--- config.mk ---
export PLATFORM = sky130hd
export DESIGN_NAME = voice_mixer
export DESIGN_NICKNAME = d
export VERILOG_FILES = /design/src/rtl/synth_pkg.sv /design/src/rtl/sat_shift.sv /design/src/rtl/voice_mixer.sv
export SDC_FILE = /design/constraint.sdc
export NUM_CORES = 1
export LEC_CHECK = 0
export CAP_MARGIN = 10
export CORE_AREA = 3 3 173 175
export CTS_BUF_LIST = sky130_fd_sc_hd__clkbuf_16
export CTS_CLUSTER_DIAMETER = 60
export DETAILED_ROUTE_END_ITERATION = 12
export DIE_AREA = 0 0 176 178
export GPL_ROUTABILITY_DRIVEN = 0
export GPL_TIMING_DRIVEN = 0
export PLACE_DENSITY = 0.64
export REMOVE_ABC_BUFFERS = 1
export SLEW_MARGIN = 40
export SYNTH_ARGS = -nofsm -noshare
export SYNTH_HDL_FRONTEND = slang
export SYNTH_SLANG_ARGS = --single-unit
--- constraint.sdc ---
create_clock -name clk -period 10.2 [get_ports clk]
set_clock_uncertainty 0.2 [all_clocks]
set_input_delay 2.04 -clock clk [delete_from_list [all_inputs] [get_ports clk]]
set_output_delay 2.04 -clock clk [all_outputs]
set_load 0.005 [all_outputs]
--- src/rtl/synth_pkg.sv ---
// Shared synthesiser definitions: mixer state encoding, accumulator sizing
// and the standard-width sample limits used by oscillators and output stage.
package synth_pkg;

  typedef enum logic [1:0] {
    IDLE  = 2'd0,
    ACC   = 2'd1,
    SCALE = 2'd2
  } mix_state_t;

  localparam int STD_SIG_W = 16;
  localparam logic signed [STD_SIG_W-1:0] SIG_MAX = 16'sh7FFF;
  localparam logic signed [STD_SIG_W-1:0] SIG_MIN = 16'sh8000;

  // Wide enough that N_CH full-scale products summed can never wrap.
  function automatic int acc_width(input int n_ch, input int sig_w, input int gain_w);
    return sig_w + gain_w + $clog2(n_ch) + 1;
  endfunction

endpackage

--- src/rtl/sat_shift.sv ---
// Combinational arithmetic right shift followed by saturation from IN_W
// down to OUT_W signed bits (floor rounding, clamps to the OUT_W range).
module sat_shift #(
  parameter int IN_W  = 27,
  parameter int OUT_W = 16,
  parameter int SHIFT = 7
) (
  input  logic signed [IN_W-1:0]  din,
  output logic signed [OUT_W-1:0] dout
);

  logic signed [IN_W-1:0] shifted;

  // Fits when every bit above the output sign bit equals it.
  function automatic logic signed [OUT_W-1:0] saturate(input logic signed [IN_W-1:0] v);
    logic [IN_W-OUT_W:0] top;
    top = v[IN_W-1:OUT_W-1];
    if (&top || ~|top) return v[OUT_W-1:0];
    return {v[IN_W-1], {(OUT_W-1){~v[IN_W-1]}}};
  endfunction

  assign shifted = din >>> SHIFT;
  assign dout    = saturate(shifted);

endmodule

--- src/rtl/voice_mixer.sv ---
// N-channel signed voice mixer: one multiply-accumulate per clock, then
// shift/saturate. Optional peak meter enabled by VOICE_MIXER_PEAK_EN.
module voice_mixer
  import synth_pkg::*;
#(
  parameter int N_CH      = 4,
  parameter int SIG_W     = 16,
  parameter int GAIN_W    = 8,
  parameter int OUT_SHIFT = 0
) (
  input  logic                     clk,
  input  logic                     rst,
  input  logic                     sample_stb,
  input  logic [N_CH*SIG_W-1:0]    ch_sig,
  input  logic [N_CH-1:0]          ch_en,
  input  logic [N_CH*GAIN_W-1:0]   ch_gain,
  input  logic                     clr_overrun,
  output logic [SIG_W-1:0]         sig,
  output logic                     sig_valid,
  output logic                     busy,
  output logic                     overrun
`ifdef VOICE_MIXER_PEAK_EN
  ,
  input  logic                     peak_clr,
  output logic [SIG_W-1:0]         peak
`endif
);

  localparam int ACC_W  = acc_width(N_CH, SIG_W, GAIN_W);
  localparam int PROD_W = SIG_W + GAIN_W + 1;
  localparam int IDX_W  = (N_CH > 1) ? $clog2(N_CH) : 1;
  localparam int SHIFT  = GAIN_W - 1 + OUT_SHIFT;

  mix_state_t               state;
  logic [IDX_W-1:0]         idx;
  logic signed [SIG_W-1:0]  smp_p0 [N_CH];
  logic [GAIN_W-1:0]        gain_p0 [N_CH];
  logic [N_CH-1:0]          en_p0;
  logic signed [PROD_W-1:0] prod_p1;
  logic signed [ACC_W-1:0]  term_p1;
  logic signed [ACC_W-1:0]  acc_p1;
  logic signed [SIG_W-1:0]  sat_p1;
  logic signed [SIG_W-1:0]  sat_p2;
  logic                     vld_p2;
  logic                     start;

  assign start = sample_stb && (state == IDLE);

  // Stage p0: input snapshot, frozen for the whole mix
  always_ff @(posedge clk) begin
    if (start) begin
      for (int k = 0; k < N_CH; k++) begin
        smp_p0[k]  <= ch_sig[k*SIG_W +: SIG_W];
        gain_p0[k] <= ch_gain[k*GAIN_W +: GAIN_W];
      end
      en_p0 <= ch_en;
    end
  end

  // Stage p1: one channel product per clock into the accumulator
  always_comb begin
    prod_p1 = PROD_W'(smp_p0[idx]) * PROD_W'($signed({1'b0, gain_p0[idx]}));
    term_p1 = en_p0[idx] ? ACC_W'(prod_p1) : '0;
  end

  sat_shift #(
    .IN_W  (ACC_W),
    .OUT_W (SIG_W),
    .SHIFT (SHIFT)
  ) u_scale (
    .din  (acc_p1),
    .dout (sat_p1)
  );

  // Stage p2: scaled result held one cycle before it is published
  always_ff @(posedge clk or posedge rst) begin
    if (rst) begin
      state     <= IDLE;
      idx       <= '0;
      acc_p1    <= '0;
      sat_p2    <= '0;
      vld_p2    <= 1'b0;
      sig       <= '0;
      sig_valid <= 1'b0;
      busy      <= 1'b0;
      overrun   <= 1'b0;
    end else begin
      sig_valid <= vld_p2;
      vld_p2    <= 1'b0;
      if (vld_p2) sig <= sat_p2;

      if (sample_stb && (state != IDLE)) overrun <= 1'b1;
      else if (clr_overrun)              overrun <= 1'b0;

      case (state)
        IDLE: begin
          if (sample_stb) begin
            acc_p1 <= '0;
            idx    <= '0;
            busy   <= 1'b1;
            state  <= ACC;
          end
        end
        ACC: begin
          acc_p1 <= acc_p1 + term_p1;
          if (idx == IDX_W'(N_CH - 1)) state <= SCALE;
          else                         idx   <= idx + 1'b1;
        end
        SCALE: begin
          sat_p2 <= sat_p1;
          vld_p2 <= 1'b1;
          busy   <= 1'b0;
          state  <= IDLE;
        end
        default: state <= IDLE;
      endcase
    end
  end

`ifdef VOICE_MIXER_PEAK_EN
  logic signed [SIG_W:0]   mag_in;
  logic signed [SIG_W-1:0] mag;

  always_comb begin
    mag_in = sat_p2[SIG_W-1] ? -((SIG_W+1)'(sat_p2)) : (SIG_W+1)'(sat_p2);
  end

  // Magnitude of the most negative sample clamps to the positive limit.
  sat_shift #(
    .IN_W  (SIG_W + 1),
    .OUT_W (SIG_W),
    .SHIFT (0)
  ) u_mag (
    .din  (mag_in),
    .dout (mag)
  );

  always_ff @(posedge clk or posedge rst) begin
    if (rst) begin
      peak <= '0;
    end else if (vld_p2 && (peak_clr || ($unsigned(mag) > peak))) begin
      peak <= mag;
    end else if (peak_clr) begin
      peak <= '0;
    end
  end
`endif

endmodule

==> results.cfg, run 1 <==
[die]
core_um2 = 28600
die_h_um = 178
die_w_um = 176
ioPinCount = 123
start_util_pct = 42.6
die-area_um2 = 31300
fp-row-count = 62

[clock_network]
cts_num_sinks = 167
cts_buffers = 17
clk_pin_slew_ps = 80
clk_latency_ps = 430
post_cts_resized = 0
root_buffer = clkbuf_16
cts_max_path_buffers = 2
cts_tree = built
post-cts-setup-buffers = 0
holdBufCountCts = 0
htreeDepth = 4

[global_routing]
grt_use_total_pct = 15.5
grt_pass1_vias = 8269
grt_pass1_wl_um = 40000
antenna_found_initial = 0
grt_max_degree = 44
overflow = 0

[timing]
finalCriticalPeriod_ps = 8080
finalCritPeriodShare_pct = 79.2
worst_pin_slew_ps = 721
hold_viol = 0
setup_viol_count_final = 0
rsz0062_at_grt = false
max_freq_mhz = 124
relSlewSlack_pct = 52.0
slew_violations = 0
hold_ws_ps = 282

[critical_path]
worstPathArrival_ps = 8190
crit_fanout = 30
reg2reg_depth = 27
slowest_delay_ps = 830
timing.rr.start = idx[1]
cp_slowest_cell = dfrtp_2
required_ps = 10310
r2r_end = acc_p1[26]
critPathKind = reg -> reg
rrSetupSlack_ps = 2120
cp-end-kind = flop
startpoint_type = flop

[worst_hold_path]
hold_depth = 2
holdPathEnd = sat_p2[2]
hold_start = sat_p2[2]
hold_path.class = reg -> reg

[finish]
final_cell_mix = inv_1 (172), clkdlybuf4s50_1 (122), nand2_1 (108), fa_1 (103), edfxtp_1 (100)
syn2layout_area_growth_pct = 19.8
antenna_cells = 0
nNetsFinal = 1486
layout_commonest_cell = inv_1
final_core_util_pct = 51.0
drive_gt1_share_pct = 10.1
stdcell_area_um2 = 14600

[run]
maxCapViolCount = 0

[drt]
totalWireLength_um = 22500
drtPass1Iterations = 4
antenna_left = 0
drt_iter0_drc = 411
drc_errors = 0
viasPerCell = 4.93
vias = 7895
wl_per_cell_um = 14.1

[yosys]
synthFlopType = edfxtp_1
synth_cell_types = 72
yosys_warnings = 0
syn_avg_cell_area_um2 = 11.3
ys_top_cells_by_area = edfxtp_1 (25%), fa_1 (17%), dfrtp_1 (14%)
synth_area_leader_cell = edfxtp_1
ys_seq_elements = 167
netlist_area_um2 = 12200
asyncSetResetFlopFracSynth_pct = 40.1
yosysSeqAreaShare_pct = 38.4
synth_edf_count = 100
yosysTopAreaCellShare_pct = 24.7
synthCells = 1076

[placement]
port_buffers = 122
place_hpwl_um = 17700
place_area_um2 = 14000

[outcome]
status = completed
==> final cells by class <==
| class | count | area [µm²] |
|---|---|---|
| Clock buffer | 17 | 425 |
| Clock inverter | 15 | 198 |
| Fill cell | 2508 | 14000 |
| Inverter | 174 | 657 |
| Multi-Input combinational cell | 702 | 6750 |
| Sequential cell | 167 | 4680 |
| Tap cell | 384 | 480 |
| Timing Repair Buffer | 141 | 1400 |
==> worst max-delay path: cells and delay by family (launching register included) <==
kind                       cells  cell delay, ps
xor gates and xnor gates       1             150
AOI/OAI and AO/OA             12            2790
DFF                            1             830
muxes                          1             600
and+or+nand+nor                4             610
buffers and inverters          3             160
adders and majority gates      6            2550
==> synth_stat cells, drive strengths merged, types with 4 or more instances <==
cell type and instances:
a211oi 7, a21o 20, a21oi 53, a22o 23, a31oi 4, a32o 4, and2 63, and3 8
buf 5, clkbuf 28, dfrtp 67, edfxtp 100, fa 103, ha 76, inv 173, mux2 19
mux2i 4, mux4 24, nand2 108, nand2b 4, nand3 9, nor2 26, nor2b 8, nor3 10
o21a 5, o21ai 35, o21bai 9, o31ai 6, or2 5, xnor2 26, xor2 9
==> sequential cells by signal, indices dropped and copies added, names as in the netlist <==
register,cells
vld_p2,1
smp_p0,64
sig_valid,1
gain_p0,32
acc_p1,27
sig,16
overrun,1
busy,1
state,2
idx,2
sat_p2,16
en_p0,4
==> per-stage QoR <==
stage / TNS (ps) / cells / setup WS, ps
floorplan: 0 / 1043 / 26.9
global route: 0 / 1600 / 1520
global placement: -326190 / 1549 / -3250
CTS: 0 / 1600 / 2050
detailed placement: 0 / 1568 / 2080
finish: 0 / 1600 / 2120
==> cell families after synthesis <==
kind of cell	after synthesis	synth area share [%]
and+or+nand+nor	256	10.4
buffers and inverters	207	6.43
AOI/OAI and AO/OA	184	10.8
adders and majority gates	180	24.8
DFF	167	38.4
muxes	47	6.62
xor gates and xnor gates	35	2.52
==> metal layers <==
| layer | global-route usage, % | share of wire, % | vias up |
|---|---|---|---|
| li1 | - | - | 3904 |
| met1 | 22.0 | 48 | 3824 |
| met2 | 25.3 | 47 | 151 |
| met3 | 2.34 | 3.7 | 16 |
| met4 | 3.86 | 0.99 | 0 |
| met5 | 0 | 0 | - |
==> worst max-delay path by stage <==
stage,startpoint,endpoint,cells after the start
after global placement,sample_stb,smp_p0[0][15],2
after detailed placement,idx[1],acc_p1[26],27
after CTS,idx[1],acc_p1[26],27
after global routing,idx[1],acc_p1[26],27
final,idx[1],acc_p1[26],27
after floorplan,sample_stb,en_p0[0],1
Power of run 1 is not shown: default switching activity piles up to over one toggle a cycle in this logic, so the estimate is an artifact.
==> run 2: changes to the inputs <==
==> constraint.sdc (replaced) <==
create_clock -name clk -period 7.9 [get_ports clk]
set_clock_uncertainty 0.2 [all_clocks]
set_input_delay 1.58 -clock clk [delete_from_list [all_inputs] [get_ports clk]]
set_output_delay 1.58 -clock clk [all_outputs]
set_load 0.005 [all_outputs]
==> results.cfg, run 2 (same netlist as run 1, synthesis figures left out) <==
[drt]
drc_errors = 0
drtPass1Iterations = 5
vias = 8169
antenna_left = 0
totalWireLength_um = 24500
wl_per_cell_um = 15.1
viasPerCell = 5.02
drt_iter0_drc = 490

[timing]
rsz0062_at_grt = true
finalCriticalPeriod_ps = 7660
hold_viol = 0
setup_viol_count_final = 0
finalSetupTns_ps = 0
slew_violations = 0
worst_pin_slew_ps = 705
hold_ws_ps = 282
relSlewSlack_pct = 52.8
max_freq_mhz = 131
finalCritPeriodShare_pct = 96.9

[finish]
syn2layout_area_growth_pct = 22.9
nNetsFinal = 1512
multiInputGateArea_um2 = 6880
fillerInstances = 2461
largestRegisters = smp_p0 x64, gain_p0 x32, acc_p1 x27
drive_gt1_share_pct = 13.0
layout_commonest_cell = inv_1
final_cell_mix = inv_1 (172), clkdlybuf4s50_1 (122), nand2_1 (108), fa_1 (103), edfxtp_1 (100)
antenna_cells = 0
largest_register = smp_p0
largest_register_ffs = 64
register_area_um2 = 4690

[die]
ioPinCount = 123
fp-row-count = 62
core_um2 = 28600
die_h_um = 178
die_w_um = 176
die-area_um2 = 31300
start_util_pct = 42.6

[placement]
port_buffers = 122
place_hpwl_um = 17700

[critical_path]
r2r_end = acc_p1[25]
critical-path-top-delay-family = adder cells
worstPathArrival_ps = 7780
critPathBufInv = 4
rrSetupSlack_ps = 240
cp_slowest_cell = mux4_2
critPathMostFrequentCell = fa_1
crit_fanout = 7
timing.rr.start = idx[0]
slowest_delay_ps = 600
critPathKind = reg -> reg
cp-end-kind = flop
reg2reg_depth = 28
required_ps = 8020
startpoint_type = flop

[outcome]
status = completed

[worst_hold_path]
holdPathEnd = sat_p2[2]
hold_start = sat_p2[2]
hold_path.class = reg -> reg
hold_depth = 2

[clock_network]
cts_buffers = 17
cts_tree = built
cts_num_sinks = 167
cts_max_path_buffers = 2
htreeDepth = 4
root_buffer = clkbuf_16
clk_pin_slew_ps = 80
clk_latency_ps = 440

[global_routing]
overflow = 0
grt_use_total_pct = 15.6
grt_pass1_wl_um = 40200
antenna_found_initial = 0
grt_pass1_vias = 8318
grt_max_degree = 44

[run]
maxCapViolCount = 0
==> run 2: cell count changes in the layout (fill, tap and decap cells not counted), moves of 2 or more <==
cell / delta
clkbuf_16: +2
a21oi_1: -3
a21oi_2: +3
ha_2: +3
buf_4: +19
ha_1: -4
==> run 2: worst register-to-register path: cells and delay by family, from the launching register on <==
kind            cells  cell delay, ps
fa+ha+maj           7            2850
compound gates     11            2090
xor+xnor            2             240
buf+inv             4             470
flops               1             550
mux                 1             610
simple gates        3             540
==> run 2: layout make-up <==
type | count | area share (%)
clock buffer | 17 | 2.84
clock inverter | 15 | 1.32
inverter | 174 | 4.39
multi-input combinational | 704 | 45.9
sequential | 167 | 31.3
tap | 384 | 3.21
timing repair buffer | 165 | 11.0
==> run 2: worst max-delay path by stage <==
stage / startpoint / endpoint / slack (ps) / cells past startpoint
2_1_floorplan: sample_stb / en_p0[0] / -1810 / 1
3_3_place_gp: sample_stb / smp_p0[0][15] / -5090 / 2
4_1_cts: idx[0] / acc_p1[26] / 20 / 28
3_5_place_dp: idx[1] / acc_p1[26] / -220 / 27
6_report: idx[0] / acc_p1[25] / 240 / 28
5_1_grt: idx[0] / acc_p1[25] / -40 / 30
==> run 2: what timing repair did <==
| item | 4_1_cts | 5_1_grt |
|---|---|---|
| gates resized for setup | 1 | 19 |
| hold buffers | 0 | 0 |
| gates cloned | 0 | 5 |
| setup endpoints to repair | 3 | 4 |
| pin swaps | 0 | 2 |
| setup buffers | 11 | 10 |
==> run 2: per-stage QoR <==
step	setup WS, ps	instances	util [%]	area (µm²)
finish	242	1626	52.3	15000
global route	-41.7	1626	52.3	15000
global placement	-5090	1549	48.1	13800
floorplan	-1810	1043	-	12100
detailed placement	-221	1568	48.8	14000
CTS	21.8	1611	51.4	14700
==> run 2: layer usage <==
metal	global-route usage, %	wire length [µm]
met2	25.5	11600
met5	0	0
met3	2.28	1160
met4	4.06	462
met1	22.0	11300
Power of run 2 is left out for the same reason.
==> run 3: changes to the inputs <==
--- a/config.mk
+++ b/config.mk
@@ -5,14 +5,16 @@
 export SDC_FILE = /design/constraint.sdc
 export NUM_CORES = 1
 export LEC_CHECK = 0
+export ABC_AREA = 0
 export CAP_MARGIN = 10
-export CORE_AREA = 3 3 173 175
+export CORE_AREA = 3 3 243 126
 export CTS_BUF_LIST = sky130_fd_sc_hd__clkbuf_16
 export CTS_CLUSTER_DIAMETER = 60
 export DETAILED_ROUTE_END_ITERATION = 12
-export DIE_AREA = 0 0 176 178
+export DIE_AREA = 0 0 246 129
 export GPL_ROUTABILITY_DRIVEN = 0
 export GPL_TIMING_DRIVEN = 0
+export HOLD_SLACK_MARGIN = 0.05
 export PLACE_DENSITY = 0.64
 export REMOVE_ABC_BUFFERS = 1
 export SLEW_MARGIN = 40
==> results.cfg, run 3 (same netlist as run 1, synthesis figures left out) <==
[die]
ioPinCount = 123
die_w_um = 246
die_h_um = 129
fp-row-count = 44
core_um2 = 28700
die-area_um2 = 31700
start_util_pct = 42.5

[clock_network]
cts_tree = built
root_buffer = clkbuf_16
cts_max_path_buffers = 2
cts_buffers = 17
clk_latency_ps = 450
htreeDepth = 4
cts_num_sinks = 167
clk_pin_slew_ps = 70

[timing]
hold_viol = 0
finalCriticalPeriod_ps = 7730
max_freq_mhz = 129
slew_violations = 0
relSlewSlack_pct = 50.0
finalCritPeriodShare_pct = 97.8
layout_setup_ws_ps = 171
setup_viol_count_final = 0
finalSetupTns_ps = 0
worst_pin_slew_ps = 748

[worst_hold_path]
hold_path.class = reg -> reg

[critical_path]
critPathKind = reg -> reg
critPathBufInv = 4
critical-path-top-delay-family = adder cells
cp_slowest_cell = mux4_2
startpoint_type = flop
required_ps = 8030
slowest_delay_ps = 570
worstPathArrival_ps = 7860
critPathMostFrequentCell = fa_1
cp-end-kind = flop
crit_fanout = 7

[placement]
port_buffers = 122
place_ws_ps = -154
place_hpwl_um = 20000

[finish]
drive_gt1_share_pct = 15.2
antenna_cells = 0
largest_register = smp_p0
largest_register_ffs = 64
fillerInstances = 2470
final_cell_mix = inv_1 (171), clkdlybuf4s50_1 (122), nand2_1 (106), fa_1 (102), edfxtp_1 (100)
largestRegisters = smp_p0 x64, gain_p0 x32, acc_p1 x27
syn2layout_area_growth_pct = 24.7
layout_commonest_cell = inv_1
nNetsFinal = 1527

[global_routing]
antenna_found_initial = 0
grt_pass1_vias = 8501
grt_max_degree = 37
grt_use_total_pct = 17.2
grt_pass1_wl_um = 43200
overflow = 0

[drt]
totalWireLength_um = 27700
wl_per_cell_um = 16.8
viasPerCell = 5.05
vias = 8329
drc_errors = 0
drtPass1Iterations = 5
antenna_left = 0
drt_iter0_drc = 460

[run]
maxCapViolCount = 0

[outcome]
status = completed
[run 3: cell count changes in the layout (fill, tap and decap cells not counted), sizes merged]
cell,previous run,this run
mux4,26,25
clkinv,7,5
bufinv,1,2
clkinvlp,0,2
inv,181,180
buf,41,57
[run 3: path summary, 6_finish.rpt]
path / start / endpoint / slack, ps / cells after the start
min: sat_p2[3] / sat_p2[3] / 270 / 2
min reg2reg: sat_p2[3] / sat_p2[3] / 270 / 2
max in group asynchronous: rst / idx[1] / 5680 / 3
min in group asynchronous: rst / sig_valid / 1280 / 2
max: idx[0] / acc_p1[25] / 170 / 29
max reg2reg: idx[0] / acc_p1[25] / 170 / 29
[run 3: through the flow]
step | hold slack (ps) | instances | instance area (µm²) | util [%]
2_1_floorplan | 243 | 1043 | 12100 | -
3_3_place_gp | 261 | 1556 | 13800 | 48.0
3_5_place_dp | 266 | 1575 | 14000 | 48.9
4_1_cts | 281 | 1625 | 14800 | 51.6
5_1_grt | 308 | 1648 | 15200 | 52.9
6_report | 275 | 1648 | 15200 | 52.9
[run 3: worst register-to-register path, delay by kind of cell, from the launching register on]
family,cells,cell delay [ps]
adder cells (fa/ha/maj),7,3050
AO/OA/AOI/OAI,13,2220
multiplexers,1,570
flip-flops,1,550
buffers and inverters,4,440
XOR/XNOR,2,300
AND/OR/NAND/NOR,2,300
[run 3: routing by layer]
metal / share of wire, % / track usage [%] / up-vias / wire (µm)
met5: 0 / 0 / - / 0
met4: 1.9 / 4.99 / 0 / 524
met3: 4.2 / 3.56 / 35 / 1170
met2: 47 / 28.6 / 188 / 13000
met1: 47 / 23.0 / 4116 / 12900
li1: - / - / 3990 / -
[run 3: what timing repair did]
item | 4_1_cts | 5_1_grt
pin swaps | 0 | 22
hold buffers | 0 | 0
setup endpoints to repair | 3 | 6
resized for setup | 3 | 34
setup buffers | 18 | 19
cloned | 0 | 4
[run 3: cell type report]
type | instances | area [µm²] | area share, %
timing repair buffer | 181 | 1820 | 12.0
sequential | 167 | 4690 | 30.9
multi-input combinational | 703 | 6940 | 45.7
clock inverter | 15 | 168 | 1.10
tap | 391 | 489 | 3.22
clock buffer | 17 | 425 | 2.80
inverter | 174 | 657 | 4.33
Power of run 3 is left out for the same reason.
